$ cat src/rtl/sync_pkg.sv
// -----------------------------------------------------------------------------
// sync_pkg
// Shared constants for the input conditioner: the channel index map of the
// controller's board inputs, the default synchronizer and debounce settings,
// and a helper that sizes the debounce counter.
// Optional feature macro seen by users of this package:
//   INPUT_CONDITIONER_DEBOUNCE_EN
// -----------------------------------------------------------------------------
package sync_pkg;

    // Bit positions of the controller inputs within async_in.
    localparam int CH_SENSOR    = 0;
    localparam int CH_WALK      = 1;
    localparam int CH_REPROGRAM = 2;

    localparam int DEFAULT_CHANNELS        = 3;
    localparam int DEFAULT_STAGES          = 2;
    localparam int DEFAULT_DEBOUNCE_CYCLES = 4;

    // The counter must be able to hold the value DEBOUNCE_CYCLES.
    function automatic int cnt_width(input int cycles);
        return $clog2(cycles + 1);
    endfunction

endpackage : sync_pkg

$ cat src/rtl/sync_channel.sv
// -----------------------------------------------------------------------------
// sync_channel
// One conditioned input: STAGES-deep synchronizer chain, optional debounce
// filter (INPUT_CONDITIONER_DEBOUNCE_EN), and rise/fall edge detector.
// Ports:
//   clk        in   system clock, rising edge
//   reset      in   asynchronous active-high reset
//   async_in   in   raw asynchronous input bit
//   reset_sync in   synchronized reset; masks the edge pulses while high
//   level      out  conditioned level
//   rise       out  one-cycle pulse on 0->1 of level
//   fall       out  one-cycle pulse on 1->0 of level
// -----------------------------------------------------------------------------
module sync_channel
    import sync_pkg::*;
#(
    parameter int STAGES = DEFAULT_STAGES
`ifdef INPUT_CONDITIONER_DEBOUNCE_EN
    , parameter int DEBOUNCE_CYCLES = DEFAULT_DEBOUNCE_CYCLES
`endif
) (
    input  logic clk,
    input  logic reset,
    input  logic async_in,
    input  logic reset_sync,
    output logic level,
    output logic rise,
    output logic fall
);

    logic [STAGES-1:0] chain;
    logic              s;
    logic              prev;

    // Only chain[0] may go metastable; later stages give it a cycle to settle.
    // NOTE: non-blocking assignments so each stage takes the previous stage's
    // value from before the edge; blocking would collapse the chain.
    always_ff @(posedge clk or posedge reset) begin
        if (reset) begin
            chain <= '0;
        end else begin
            chain <= {chain[STAGES-2:0], async_in};
        end
    end

    assign s = chain[STAGES-1];

`ifdef INPUT_CONDITIONER_DEBOUNCE_EN
    localparam int CW = cnt_width(DEBOUNCE_CYCLES);

    logic          d;
    logic [CW-1:0] cnt;

    // cnt counts consecutive cycles in which s disagrees with the accepted
    // level d; any agreeing cycle restarts the count, so short pulses vanish.
    always_ff @(posedge clk or posedge reset) begin
        if (reset) begin
            d   <= 1'b0;
            cnt <= '0;
        end else if (s == d) begin
            cnt <= '0;
        end else if (cnt == CW'(DEBOUNCE_CYCLES - 1)) begin
            d   <= s;
            cnt <= '0;
        end else begin
            cnt <= cnt + CW'(1);
        end
    end

    assign level = d;
`else
    assign level = s;
`endif

    // prev keeps tracking during reset_sync so no stale edge appears when
    // the mask lifts.
    always_ff @(posedge clk or posedge reset) begin
        if (reset) begin
            prev <= 1'b0;
        end else begin
            prev <= level;
        end
    end

    assign rise = level & ~prev & ~reset_sync;
    assign fall = ~level & prev & ~reset_sync;

endmodule : sync_channel

$ cat src/rtl/input_conditioner.sv
// -----------------------------------------------------------------------------
// input_conditioner
// Multi-channel front end between the board inputs and the traffic-light FSM:
// synchronizes each asynchronous input, optionally debounces it, and emits
// single-cycle rise/fall pulses. Also produces a reset that asserts
// asynchronously and deasserts synchronously for downstream logic.
// Optional feature macro: INPUT_CONDITIONER_DEBOUNCE_EN (debounce filter).
// Ports:
//   clk        in   system clock, rising edge
//   reset      in   asynchronous active-high reset
//   async_in   in   [CHANNELS] raw inputs (0 sensor, 1 walk, 2 reprogram)
//   reset_sync out  synchronized reset
//   sync_out   out  [CHANNELS] conditioned levels
//   rise_pulse out  [CHANNELS] 0->1 pulses of sync_out
//   fall_pulse out  [CHANNELS] 1->0 pulses of sync_out
// -----------------------------------------------------------------------------
module input_conditioner
    import sync_pkg::*;
#(
    parameter int CHANNELS        = DEFAULT_CHANNELS,
    parameter int STAGES          = DEFAULT_STAGES,
    parameter int DEBOUNCE_CYCLES = DEFAULT_DEBOUNCE_CYCLES
) (
    input  logic                clk,
    input  logic                reset,
    input  logic [CHANNELS-1:0] async_in,
    output logic                reset_sync,
    output logic [CHANNELS-1:0] sync_out,
    output logic [CHANNELS-1:0] rise_pulse,
    output logic [CHANNELS-1:0] fall_pulse
);

    if (CHANNELS < 1) begin : g_chk_channels
        $error("input_conditioner: CHANNELS must be >= 1");
    end
    if (STAGES < 2) begin : g_chk_stages
        $error("input_conditioner: STAGES must be >= 2");
    end
    if (DEBOUNCE_CYCLES < 1) begin : g_chk_debounce
        $error("input_conditioner: DEBOUNCE_CYCLES must be >= 1");
    end

    // Chain of ones preset by reset; zeros shift in once reset is released,
    // so the release reaches reset_sync on the STAGES-th rising edge.
    logic [STAGES-1:0] rst_chain;

    always_ff @(posedge clk or posedge reset) begin
        if (reset) begin
            rst_chain <= '1;
        end else begin
            rst_chain <= {rst_chain[STAGES-2:0], 1'b0};
        end
    end

    assign reset_sync = rst_chain[STAGES-1];

    for (genvar i = 0; i < CHANNELS; i++) begin : g_ch
        sync_channel #(
            .STAGES          (STAGES)
`ifdef INPUT_CONDITIONER_DEBOUNCE_EN
            , .DEBOUNCE_CYCLES (DEBOUNCE_CYCLES)
`endif
        ) u_channel (
            .clk        (clk),
            .reset      (reset),
            .async_in   (async_in[i]),
            .reset_sync (reset_sync),
            .level      (sync_out[i]),
            .rise       (rise_pulse[i]),
            .fall       (fall_pulse[i])
        );
    end

endmodule : input_conditioner

$ cat config.mk
export PLATFORM = sky130hd
export DESIGN_NAME = input_conditioner
export DESIGN_NICKNAME = d
export VERILOG_FILES = /design/src/rtl/sync_pkg.sv /design/src/rtl/sync_channel.sv /design/src/rtl/input_conditioner.sv
export SDC_FILE = /design/constraint.sdc
export NUM_CORES = 1
export LEC_CHECK = 0
export ABC_AREA = 1
export BUFFER_PORTS_ARGS = -buffer_cell sky130_fd_sc_hd__buf_2
export CORE_AREA = 2 2 39 41
export DETAILED_ROUTE_END_ITERATION = 6
export DIE_AREA = 0 0 41 43
export HOLD_SLACK_MARGIN = 0.12
export PLACE_DENSITY_LB_ADDON = 0.05
export RECOVER_POWER = 50
export SETUP_SLACK_MARGIN = 0.3
export SLEW_MARGIN = 30
export SYNTH_ARGS = -nofsm -noshare
export SYNTH_HDL_FRONTEND = slang
export SYNTH_SLANG_ARGS = --single-unit
$ cat constraint.sdc
create_clock -name clk -period 1.35 [get_ports clk]
set_clock_uncertainty 0.2 [all_clocks]
set_input_delay 0.27 -clock clk [delete_from_list [all_inputs] [get_ports clk]]
set_output_delay 0.27 -clock clk [all_outputs]
set_load 0.02 [all_outputs]
After elaboration in Yosys (flattened, before gate mapping)
Index checks and enable logic that the tools add are counted.

word-level totals
  output and inout bits = 10
  register bits = 11
  word-level logic and storage cells = 26
  input bits = 5

cells by class
  bitwise operators = 19

operators with widths
  cell         number
  $and 1x1->1  12
  $not 1->1    7

Longest topological paths before layout
  word-level depth = 3
  depth in mapped cells = 4

By module
Synthesis repeated with hierarchy kept, for this count alone.

second synthesis, totals
  cells, all modules = 34
  area, all modules = 364.1 um2

by module, submodules not included
  module             seq. area each (um2)  area an instance (um2)  instances  cells an instance
  sync_channel       75.1                  101.3                   3          10
  input_conditioner  52.6                  60.1                    1          4

Least setup slack after synthesis
OpenSTA, ideal clock, no wires.

  path type = reg2out
  start point = register rst_chain[1]
  end point = output fall_pulse[0]
  setup slack = 0.055 ns
  data required time = 0.880 ns
  cell stages (with the launch flop) = 3
  data arrival time = 0.825 ns
  path buffers = 1
  cells stage by stage = dfstp_2 nor2_1 buf_4

on the way
  cells in the longest elaborated chain, start to end = 2

ends and longest elaborated chain
  element                   RTL line                 text
  start: declaration        input_conditioner.sv:45  logic [STAGES-1:0] rst_chain;
  start signal: assignment  input_conditioner.sv:51  rst_chain <= {rst_chain[STAGES-2:0], 1'b0};
  $not 1->1                 sync_channel.sv:86       assign fall = ~level & prev & ~reset_sync;
  $and 1x1->1               sync_channel.sv:86
  end: declaration          input_conditioner.sv:30  output logic [CHANNELS-1:0] fall_pulse

No other way between the ends.

Final worst setup path
  start point = register rst_chain[1]
  end point = output fall_pulse[1]

Same word-level chain as after synthesis.

==> flow_summary.json <==
{
  "nets": 60,
  "via_count": 258,
  "syn-num-nets": 45,
  "start_kind": "register",
  "grt_pass1_vias": 213,
  "maxSlewViolCount": 0,
  "post_drt_wl_per_cell_um": 7.971,
  "combPwrFrac_pct": 11.0,
  "max_stage_delay_ns": 0.58,
  "critPathMaxFanout": 7,
  "status": "finished, violations left",
  "rows": 14,
  "root_buffer": "clkbuf_4",
  "multi_input_area_sq_um": 48.80,
  "drtIter0Drc": 0,
  "cts_made_buffers": 3,
  "track_usage_pct": 7.165,
  "hpwl_um": 395.9,
  "async_flop_share_pct": 100.0,
  "p_switching_mw": 0.1416,
  "crit_cells": 2,
  "viasPerCell": 3.686,
  "critPathTopFamily": "flip-flops",
  "rsz0062_at_grt": "yes",
  "fin_tns_setup_ns": -1.120,
  "gp_congestion": 0.5513,
  "cts_buffer_depth": 2,
  "crit_arrival_ns": 1.05,
  "core_area_sq_um": 1384,
  "synthCells": 40,
  "synth_warnings": 0,
  "fill_cells": 154,
  "crit_required_ns": 0.88,
  "r2r-end": "rst_chain[1]$_DFF_PP1_",
  "whs_ns": -0.2151,
  "antenna_found_initial": 0,
  "drt-total-wl_um": 558,
  "synth_area_per_cell_sq_um": 10.51,
  "power_mw": 0.6376,
  "grt_pass1_wl_um": 779,
  "setup_viol": 9,
  "clk_latency_ns": 0.26,
  "n_antenna_cell": 0,
  "synthFlopType": "dfrtp_1",
  "end_kind": "output port",
  "netlist_area_sq_um": 420.4,
  "maxCapViolCount": 0,
  "setup_slack_ns": -0.1668,
  "tritoncts": "built",
  "internal-power_mw": 0.4960,
  "synth-seq-cells": 11,
  "grt-ovfl-total": 0,
  "ir_drop_mv": 0.4087,
  "start_util_pct": 30.38,
  "p_clk_share_pct": 32.5,
  "h-tree-depth": 1,
  "p_per_area_nw_per_um2": 1185,
  "yosysSeqAreaShare_pct": 66.07,
  "path_cells": "nor2_1 > buf_4",
  "grt_max_degree": 12,
  "drtAntennaViolNets": 0,
  "min_period_ns": 1.517,
  "path_class": "register to output port",
  "cts.clk_slew.worst_paths_ns": 0.06,
  "fin_crit_sh_pct": 112.4,
  "netlist.top_cell.by_area": "dfrtp_1",
  "seqCellArea_sq_um": 277.8,
  "portBuffers": 14,
  "r2r_start": "rst_chain[0]$_DFF_PP1_",
  "drc": 0,
  "drive_gt1_share_pct": 38.89,
  "syn_to_final_growth_pct": 27.98,
  "yosysUniqueCellTypes": 7,
  "synth.top_cell.area_share_pct": 53.57,
  "cts.sinks": 11,
  "swShare_pct": 22.21,
  "io_pins": 15,
  "synthTopCellsByArea": "dfrtp_1 (54%), buf_4 (16%), dfstp_2 (13%), inv_1 (6.3%), nand2_1 (5.4%)",
  "die_h_um": 43,
  "r2r_slack_ns": 0.59,
  "die_w_um": 41,
  "hold_buffers": 3,
  "firstDrtPassIters": 1,
  "violations": "negative hold slack, negative setup slack",
  "path_buf_inv": 1,
  "yosys-top-cells-count": "buf_4 (9), dfrtp_1 (9), inv_1 (7)",
  "leakagePower_nw": 0.2955,
  "p_seq_share_pct": 56.4,
  "synth_edf_count": 0,
  "fmax_mhz": 659.3,
  "slowest_stage": "dfstp_2",
  "hold_viol_final": 9,
  "r2r_cells": 0,
  "dieArea_sq_um": 1763,
  "hp-class": "input port to async pin"
}
## metal layers
layer	vias to the layer above	wire (um)	track usage, %	share of wire, %
met5	-	0	0	0
met4	0	0	8.000	0
met3	0	50	3.141	9.0
met2	12	261	8.438	47
met1	114	246	8.562	44
li1	132	-	-	-
## logic make-up after synthesis
| logic type | synth area share, % |
|---|---|
| AND/OR/NAND/NOR | 10.71 |
| other | 0.8920 |
| flip-flops | 66.07 |
| buffers and inverters | 22.32 |
## power by group through the flow
stage | combinational (mW) | clock (mW) | sequential, mW
2_1_floorplan | 0.0469 | 0 | 0.365
3_3_place_gp | 0.0527 | 0 | 0.364
3_5_place_dp | 0.0531 | 0 | 0.366
4_1_cts | 0.0633 | 0.220 | 0.360
5_1_grt | 0.0774 | 0.236 | 0.362
6_report | 0.0704 | 0.207 | 0.360
## area by class of cell
type | instances | share of cell area, %
Tap cell | 16 | 3.721
Clock buffer | 4 | 4.884
Timing Repair Buffer | 19 | 25.81
Multi-Input combinational cell | 13 | 9.070
Sequential cell | 11 | 51.63
Inverter | 7 | 4.884
## worst max-delay path by stage
stage | from | slack (ns) | end
6_report | rst_chain[1]$_DFF_PP1_ | -0.17 | fall_pulse[1]
3_5_place_dp | rst_chain[1]$_DFF_PP1_ | 0.11 | fall_pulse[1]
5_1_grt | g_ch[1].u_channel.chain[1]$_DFF_PP0_ | -0.24 | fall_pulse[1]
3_3_place_gp | rst_chain[1]$_DFF_PP1_ | 0.13 | rise_pulse[2]
2_1_floorplan | rst_chain[1]$_DFF_PP1_ | 0.07 | fall_pulse[0]
4_1_cts | rst_chain[1]$_DFF_PP1_ | -0.18 | fall_pulse[1]
## registers in the layout (all words and copies together) (netlist names)
name / count
rst_chain: 2
g_ch.u_channel.prev: 3
g_ch.u_channel.chain: 6
## stage by stage
stage               utilization, %  instance area (sq um)  std cells  hold WS, ns  setup slack [ns]
finish                       38.88                  538.0         70      -0.2151           -0.1668
CTS                          36.98                  511.7         68      -0.2081           -0.1788
detailed placement           32.01                  442.9         61      0.07405            0.1098
global placement             32.01                  442.9         61      0.06221            0.1295
floorplan                        -                  420.4         40     -0.07899           0.06701
global route                 38.88                  538.0         70      -0.2015           -0.2378
## cells in the final DEF (no fill, tap or decap), drive strengths merged
| cell type | instances |
|---|---|
| buf | 16 |
| clkbuf | 4 |
| conb | 1 |
| dfrtp | 9 |
| dfstp | 2 |
| dlygate4sd3 | 3 |
| inv | 7 |
| nand2 | 6 |
| nor2 | 6 |
## what timing repair did
item                                    4_1_cts  5_1_grt
gates resized for setup                       4        4
pin swaps                                     0        1
hold endpoints to repair                     14        9
buffers inserted                              0        2
endpoints found under the setup margin       10       10
Note: power is estimated with default switching activity, not from simulation.
